`src/rtl/ps2_host_tx_pkg.sv`:
```
// Shared PS/2 definitions: host-tx state encoding, command/response bytes, frame packing.
package ps2_host_tx_pkg;

  typedef enum logic [2:0] {
    ST_IDLE,
    ST_INHIBIT,
    ST_START,
    ST_SHIFT,
    ST_ACK,
    ST_WAIT_IDLE
  } tx_state_t;

  localparam logic [7:0] PS2_CMD_LED   = 8'hED;
  localparam logic [7:0] PS2_CMD_RESET = 8'hFF;
  localparam logic [7:0] PS2_ACK       = 8'hFA;
  localparam logic [7:0] PS2_RESEND    = 8'hFE;
  localparam logic [7:0] PS2_BREAK     = 8'hF0;

  // Bits after the start bit: data LSB first, then odd parity in the MSB.
  typedef struct packed {
    logic       parity;
    logic [7:0] data;
  } ps2_frame_t;

  function automatic ps2_frame_t make_frame(input logic [7:0] d);
    ps2_frame_t f;
    f.parity = ~^d;
    f.data   = d;
    return f;
  endfunction

endpackage

```
`src/rtl/ps2_host_tx_if.sv`:
```
// Command request / status bundle between a caller and the PS/2 host transmitter.
interface ps2_host_tx_if;
  logic [7:0] tx_data;
  logic       tx_valid;
  logic       tx_ready;
  logic       busy;
  logic       done;
  logic       ack_err;
  logic       timeout_err;

  modport master (
    output tx_data, tx_valid,
    input  tx_ready, busy, done, ack_err, timeout_err
  );

  modport slave (
    input  tx_data, tx_valid,
    output tx_ready, busy, done, ack_err, timeout_err
  );
endinterface

```
`src/rtl/ps2_host_tx_edge_sync.sv`:
```
// PS/2 line synchronizer: 3-stage clock with falling-edge detect, 2-stage data.
// Line-agnostic, so the keyboard receiver can share it.
module ps2_host_tx_edge_sync (
  input  logic clk,
  input  logic clrn,
  input  logic ps2_clk_i,
  input  logic ps2_data_i,
  output logic clk_lvl,
  output logic clk_fall,
  output logic data_lvl
);
  logic [2:0] clk_sync;
  logic [1:0] data_sync;

  // Reset to the idle (pulled-up) level so release of reset never looks like a fall.
  always_ff @(posedge clk or negedge clrn) begin
    if (!clrn) begin
      clk_sync  <= '1;
      data_sync <= '1;
    end else begin
      clk_sync  <= {clk_sync[1:0], ps2_clk_i};
      data_sync <= {data_sync[0], ps2_data_i};
    end
  end

  assign clk_lvl  = clk_sync[1];
  assign clk_fall = clk_sync[2] & ~clk_sync[1];
  assign data_lvl = data_sync[1];
endmodule

```
`src/rtl/ps2_host_tx.sv`:
```
// PS/2 host-to-device transmitter: inhibit, request-to-send, device-clocked 8O1 frame, ACK.
// Line drives are combinational from state so an async reset releases both lines at once.
module ps2_host_tx
  import ps2_host_tx_pkg::*;
#(
  parameter int INHIBIT_CYCLES = 5000,
  parameter int TIMEOUT_CYCLES = 750000
) (
  input  logic         clk,
  input  logic         clrn,
  input  logic         ps2_clk_i,
  input  logic         ps2_data_i,
  output logic         ps2_clk_oe,
  output logic         ps2_data_oe,
  ps2_host_tx_if.slave tx
);
  localparam int INH_W = $clog2(INHIBIT_CYCLES + 1);
  localparam int TMO_W = $clog2(TIMEOUT_CYCLES + 1);

  tx_state_t        state, state_nx;
  logic [INH_W-1:0] inh_cnt;
  logic [TMO_W-1:0] tmo_cnt;
  logic [3:0]       bit_n;
  logic [8:0]       shift;

  logic clk_lvl, clk_fall, data_lvl;
  logic inh_last, tmo_run, tmo_hit;
  logic rdy, bsy, dn, aerr, terr;

  ps2_host_tx_edge_sync u_sync (
    .clk       (clk),
    .clrn      (clrn),
    .ps2_clk_i (ps2_clk_i),
    .ps2_data_i(ps2_data_i),
    .clk_lvl   (clk_lvl),
    .clk_fall  (clk_fall),
    .data_lvl  (data_lvl)
  );

  assign inh_last = (inh_cnt == INH_W'(INHIBIT_CYCLES - 1));
  assign tmo_run  = (state == ST_SHIFT) || (state == ST_ACK) || (state == ST_WAIT_IDLE);
  assign tmo_hit  = tmo_run && (tmo_cnt == TMO_W'(TIMEOUT_CYCLES - 1));

  // Timeout is checked first in every device-clocked state, so it wins over a same-cycle fall.
  always_comb begin
    state_nx    = state;
    ps2_clk_oe  = 1'b0;
    ps2_data_oe = 1'b0;
    rdy         = 1'b0;
    bsy         = 1'b1;
    dn          = 1'b0;
    aerr        = 1'b0;
    terr        = 1'b0;
    unique case (state)
      ST_IDLE: begin
        bsy = 1'b0;
        rdy = 1'b1;
        if (tx.tx_valid) state_nx = ST_INHIBIT;
      end
      ST_INHIBIT: begin
        ps2_clk_oe = 1'b1;
        if (inh_last) state_nx = ST_START;
      end
      ST_START: begin
        ps2_clk_oe  = 1'b1;
        ps2_data_oe = 1'b1;
        state_nx    = ST_SHIFT;
      end
      ST_SHIFT: begin
        // bit_n==0 still holds the start bit; afterwards shift[0] is the bit on the wire.
        ps2_data_oe = (bit_n == 4'd0) | ~shift[0];
        if (tmo_hit) begin
          ps2_data_oe = 1'b0;
          terr        = 1'b1;
          state_nx    = ST_IDLE;
        end else if (clk_fall && bit_n == 4'd9) begin
          state_nx = ST_ACK;
        end
      end
      ST_ACK: begin
        if (tmo_hit) begin
          terr     = 1'b1;
          state_nx = ST_IDLE;
        end else if (clk_fall) begin
          if (data_lvl) begin
            aerr     = 1'b1;
            state_nx = ST_IDLE;
          end else begin
            state_nx = ST_WAIT_IDLE;
          end
        end
      end
      ST_WAIT_IDLE: begin
        if (tmo_hit) begin
          terr     = 1'b1;
          state_nx = ST_IDLE;
        end else if (clk_lvl && data_lvl) begin
          dn       = 1'b1;
          state_nx = ST_IDLE;
        end
      end
      default: state_nx = ST_IDLE;
    endcase
  end

  always_ff @(posedge clk or negedge clrn) begin
    if (!clrn) state <= ST_IDLE;
    else       state <= state_nx;
  end

  always_ff @(posedge clk or negedge clrn) begin
    if (!clrn) begin
      inh_cnt <= '0;
      shift   <= '1;
    end else if (state == ST_IDLE && tx.tx_valid) begin
      inh_cnt <= '0;
      shift   <= make_frame(tx.tx_data);
    end else if (state == ST_INHIBIT && !inh_last) begin
      inh_cnt <= inh_cnt + 1'b1;
    end else if (state == ST_SHIFT && clk_fall && !tmo_hit && bit_n != 4'd0) begin
      shift <= {1'b1, shift[8:1]};
    end
  end

  // Counters stop at their terminal count because the FSM leaves the counting state there.
  always_ff @(posedge clk or negedge clrn) begin
    if (!clrn) begin
      tmo_cnt <= '0;
      bit_n   <= '0;
    end else if (state == ST_START) begin
      tmo_cnt <= '0;
      bit_n   <= '0;
    end else begin
      if (tmo_run && !tmo_hit) tmo_cnt <= tmo_cnt + 1'b1;
      if (state == ST_SHIFT && clk_fall && !tmo_hit) bit_n <= bit_n + 1'b1;
    end
  end

  assign tx.tx_ready    = rdy;
  assign tx.busy        = bsy;
  assign tx.done        = dn;
  assign tx.ack_err     = aerr;
  assign tx.timeout_err = terr;
endmodule
```
`src/flat_wrapper.sv`:
```
// flat-port wrapper written by rule: the top's interface ports become plain ports
module ps2_host_tx_flat import ps2_host_tx_pkg::*;
#(
  parameter int INHIBIT_CYCLES = 5000,
  parameter int TIMEOUT_CYCLES = 750000
)
  (clk, clrn, ps2_clk_i, ps2_data_i, ps2_clk_oe, ps2_data_oe, tx_tx_data, tx_tx_valid, tx_tx_ready, tx_busy, tx_done, tx_ack_err, tx_timeout_err);
  ps2_host_tx_if tx_i ();
  input  logic clk;
  input  logic clrn;
  input  logic ps2_clk_i;
  input  logic ps2_data_i;
  output logic ps2_clk_oe;
  output logic ps2_data_oe;
  input wire logic [$bits(tx_i.tx_data)-1:0] tx_tx_data;
  input wire logic [$bits(tx_i.tx_valid)-1:0] tx_tx_valid;
  output wire logic [$bits(tx_i.tx_ready)-1:0] tx_tx_ready;
  output wire logic [$bits(tx_i.busy)-1:0] tx_busy;
  output wire logic [$bits(tx_i.done)-1:0] tx_done;
  output wire logic [$bits(tx_i.ack_err)-1:0] tx_ack_err;
  output wire logic [$bits(tx_i.timeout_err)-1:0] tx_timeout_err;
  assign tx_i.tx_data = tx_tx_data;
  assign tx_i.tx_valid = tx_tx_valid;
  assign tx_tx_ready = tx_i.tx_ready;
  assign tx_busy = tx_i.busy;
  assign tx_done = tx_i.done;
  assign tx_ack_err = tx_i.ack_err;
  assign tx_timeout_err = tx_i.timeout_err;
  ps2_host_tx #(.INHIBIT_CYCLES(INHIBIT_CYCLES), .TIMEOUT_CYCLES(TIMEOUT_CYCLES)) u_core (.clk(clk), .clrn(clrn), .ps2_clk_i(ps2_clk_i), .ps2_data_i(ps2_data_i), .ps2_clk_oe(ps2_clk_oe), .ps2_data_oe(ps2_data_oe), .tx(tx_i));
endmodule
```
`config.mk`:
```
export PLATFORM = sky130hd
export DESIGN_NAME = ps2_host_tx_flat
export DESIGN_NICKNAME = d
export VERILOG_FILES = /design/src/rtl/ps2_host_tx_pkg.sv /design/src/rtl/ps2_host_tx_if.sv /design/src/rtl/ps2_host_tx_edge_sync.sv /design/src/rtl/ps2_host_tx.sv /design/src/flat_wrapper.sv
export SDC_FILE = /design/constraint.sdc
export NUM_CORES = 1
export LEC_CHECK = 0
export CAP_MARGIN = 25
export CORE_ASPECT_RATIO = 0.75
export CORE_UTILIZATION = 61
export CTS_BUF_LIST = sky130_fd_sc_hd__clkbuf_4 sky130_fd_sc_hd__clkbuf_8
export CTS_CLUSTER_DIAMETER = 60
export DETAILED_ROUTE_END_ITERATION = 12
export PLACE_DENSITY = 0.88
export REMOVE_ABC_BUFFERS = 1
export SKIP_LAST_GASP = 1
export SLEW_MARGIN = 10
export SYNTH_ARGS = -nofsm -noshare
export SYNTH_HDL_FRONTEND = slang
export SYNTH_HIERARCHICAL = 1
export SYNTH_SLANG_ARGS = --single-unit
```
`constraint.sdc`:
```
create_clock -name clk -period 2.45 [get_ports clk]
set_input_delay 0.245 -clock clk [delete_from_list [all_inputs] [get_ports clk]]
set_output_delay 0.245 -clock clk [all_outputs]
set_load 0.01 [all_outputs]
```
==> reports/qor.tcl <==
set qor(synthArstFlopShare_pct) 100.0
set qor(simple_logic_cell_fraction_of_the_synthesized_area_pct) 28.10
set qor(area_of_the_die_mm2) 0.005387
set qor(post_synth_fa_ha_maj_area_fraction_pct) 2.013
set qor(ys_ff_latch) 54
set qor(clk_pin_slew_ns) 0.09
set qor(startpoint_type) {flop}
set qor(syn-mean-instance-area_um2) 9.930
set qor(ys_types) 58
set qor(final_nets) 356
set qor(clock_sinks) 54
set qor(timing.critical_path.to_type) {primary output}
set qor(fmax_mhz) 429.1
set qor(synth_seq_area_share_pct) 44.04
set qor(setup-violations-final) 0
set qor(synthFlopType) {sky130_fd_sc_hd__dfrtp_1}
set qor(antenna_violations_before_repair) 0
set qor(synth-edff-count) 0
set qor(die_height_um) 63.82
set qor(cellPowerDensity_mw_per_mm2) 805.9
set qor(placement_rows) 22
set qor(cellLeakagePower_nw) 1.475
set qor(drive_gt1_share_pct) 16.52
set qor(first_global_vias) 2249
set qor(synth.cells.most_frequent) {50 x sky130_fd_sc_hd__nor2_1, 40 x sky130_fd_sc_hd__dfrtp_1, 19 x sky130_fd_sc_hd__nand2_1, 19 x sky130_fd_sc_hd__xor2_1, 14 x sky130_fd_sc_hd__dfstp_2}
set qor(netlist_instances) 313
set qor(drtIter0Drc) 161
set qor(final.period_utilization_pct) 95.13
set qor(synthesis.yosys.warnings) 6
set qor(core_region_area_mm2) 0.004900
set qor(outcome) {completed}
set qor(clockPowerShare_pct) 17.4
set qor(post-route-drc-count) 0
set qor(p_sw_w) 0.001023
set qor(fillers) 359
set qor(fin_skew_ns) 0.01550
set qor(cp_max_fo) 6
set qor(required_ns) 2.20
set qor(synth_top_family_by_area) {simple AND/OR/NAND/NOR gates}
set qor(route.detailed.wl_per_inst_um) 15.40
set qor(criticalPathCategory) {flop to primary output}
set qor(synth_compound_gate_area_share_pct) 11.59
set qor(worst_slew_pin_slew_ns) 0.5767
set qor(cts_max_level) 2
set qor(power.switching_fraction_pct) 36.61
set qor(hpwl_um) 4381
set qor(sequentialPowerShare_pct) 44.7
set qor(netlist_area_mm2) 0.003108
set qor(max-cap-violations) 0
set qor(worstPathArrival_ns) 2.09
set qor(pre_cts_slack_ns) 0.3334
set qor(count_of_tritonroute_iterations_in_the_first_routing_pass) 4
set qor(global_route.overflow_total) 0
set qor(vdd_drop_max_v) 0.0005896
set qor(area_share_of_the_largest_cell_type_after_synthesis_pct) 32.21
set qor(internal_power_w) 0.001772
set qor(synth_most_common_cell) {sky130_fd_sc_hd__nor2_1}
set qor(worst_hold_path_type) {primary input to flop}
set qor(fin_crit_ns) 2.331
set qor(seqCellArea_mm2) 0.001370
set qor(grt_setup_unrepaired) {false}
set qor(multi_input_comb_area_mm2) 0.001622
set qor(ant_nets) 0
set qor(drt_wl_total_um) 6143
set qor(synth.mux.area_fraction_pct) 1.288
set qor(die_w_um) 84.42
set qor(synthDominantAreaCellType) {sky130_fd_sc_hd__dfrtp_1}
set qor(final.setup.worst_slack_ns) 0.1194
set qor(tns_ns) 0
set qor(drt-vias-per-instance) 6.035
set qor(maxSlewViolCount) 0
set qor(grt_max_degree) 27
set qor(dr_total_vias) 2408
set qor(tritoncts) {done}
set qor(globalRouteTotalUtil_pct) 24.92
set qor(gpl.final_weighted_congestion) 0.8819
set qor(cts_made_buffers) 5
set qor(synth_top_cells_by_area) {sky130_fd_sc_hd__dfrtp_1 32%, sky130_fd_sc_hd__dfstp_2 12%, sky130_fd_sc_hd__nor2_1 6.0%}
set qor(clock_latency_ns) 0.31
set qor(area_growth_syn_to_layout_pct) 11.59
set qor(grt_first_pass_wirelength_um) 10450
set qor(cts.path.max_buffers) 2
set qor(synth_xor_xnor_area_share_pct) 9.018
set qor(io-pin-count) 20
set qor(initial_utilization_pct) 63.43
set qor(cts_root_buf) {sky130_fd_sc_hd__clkbuf_8}
set qor(antenna_cells_inserted) 0
set qor(finalHoldViolCount) 0
set qor(maxSlewHeadroom_pct) 61.56
set qor(placement.io_buffers) 19
set qor(comb_power_share_pct) 37.9
-- layout make-up --
class	instances	share of cell area, %
clock inverters	2	0.2886
repair buffers	31	8.333
multi-input cells	239	46.75
clock buffers	6	2.201
inverters	7	0.7576
well taps	60	2.164
flip-flops and latches	54	39.50
-- worst max-delay path: stages (launching register included) --
cell and delay (ns):
sky130_fd_sc_hd__dfrtp_2 0.45, sky130_fd_sc_hd__nor4b_4 0.34, sky130_fd_sc_hd__nand4_4 0.15, sky130_fd_sc_hd__nor2_4 0.17, sky130_fd_sc_hd__buf_4 0.16, sky130_fd_sc_hd__nor3_1 0.05, sky130_fd_sc_hd__clkdlybuf4s50_1 0.47
-- power by group through the flow --
stage | clock network, W | logic, W | registers [W]
final | 0.000486 | 0.00106 | 0.00125
after global routing | 0.000536 | 0.00118 | 0.00127
after floorplan | 0 | 0.000673 | 0.00125
after global placement | 0 | 0.00102 | 0.00125
after detailed placement | 0 | 0.00106 | 0.00126
after CTS | 0.000499 | 0.00106 | 0.00125
-- through the flow --
stage	cell area (um2)	hold slack, ns	power [W]	std cells	util (%)
after CTS	3440	0.3318	0.002812	396	70.20
after global routing	3468	0.3350	0.002993	399	70.79
after floorplan	3012	-0.05059	0.001922	300	-
after detailed placement	3344	0.2799	0.002320	387	68.26
after global placement	3344	0.2765	0.002279	387	68.26
final	3468	0.3399	0.002795	399	70.79
-- worst paths after layout --
| kind | from | to | slack [ns] | cells after the start |
|---|---|---|---|---|
| worst max register to register | u_core/tmo_cnt[11] | u_core/shift[0] | 0.38 | 6 |
| worst max-delay path | u_core/tmo_cnt[11] | tx_done | 0.12 | 6 |
| max in group asynchronous | clrn | u_core/u_sync/data_sync[1] | 1.29 | 3 |
| worst min register to register | u_core/u_sync/clk_sync[0] | u_core/u_sync/clk_sync[1] | 0.36 | 0 |
| min in group asynchronous | clrn | u_core/inh_cnt[8] | 0.46 | 2 |
| worst min-delay path | ps2_clk_i | u_core/u_sync/clk_sync[0] | 0.34 | 1 |
-- state kept, by name, summed over array words and instances, names as in the netlist --
name / flops
u_core/shift: 9
u_core/state: 3
u_core/u_sync/data_sync: 2
u_core/tmo_cnt: 20
u_core/inh_cnt: 13
u_core/bit_n: 4
u_core/u_sync/clk_sync: 3
-- layer usage --
layer  track usage, %  up-vias  routed length, um
met5                0        -                  0
met4            7.203        0                 47
met3            5.556        5                284
met2            39.45       41               2880
met1            34.91     1198               2930
li1                 -     1164                  -
-- logic make-up (layout without fill, tap and decap cells) --
kind of cell	after synthesis	count (layout)
and+or+nand+nor	155	155
DFF	54	54
AOI/OAI and AO/OA	43	43
xor gates and xnor gates	32	32
buffers and inverters	20	46
adders and majority gates	5	5
muxes	4	4
-- cell usage in the layout (no fill, tap or decap), types with 6 or more instances in the layout --
master and n:
sky130_fd_sc_hd__xnor2_1 13, sky130_fd_sc_hd__dfrtp_1 39, sky130_fd_sc_hd__nand4_1 13, sky130_fd_sc_hd__dfstp_2 14, sky130_fd_sc_hd__nor2_1 50, sky130_fd_sc_hd__a211oi_1 6
sky130_fd_sc_hd__xor2_1 19, sky130_fd_sc_hd__buf_4 10, sky130_fd_sc_hd__clkdlybuf4s50_1 17, sky130_fd_sc_hd__and2_1 8, sky130_fd_sc_hd__nand3_1 13, sky130_fd_sc_hd__nor4_1 9
sky130_fd_sc_hd__nor3_1 9, sky130_fd_sc_hd__a21oi_1 6, sky130_fd_sc_hd__inv_1 7, sky130_fd_sc_hd__nand2_1 19
-- timing repair --
action,CTS,global route
endpoints found under the hold margin,21,0
pin swaps,0,1
hold buffers,1,0
cloned,0,0
resized for setup,1,2
endpoints found under the setup margin,1,3
buffers inserted,0,3
Power figures use the tool's default switching activity.
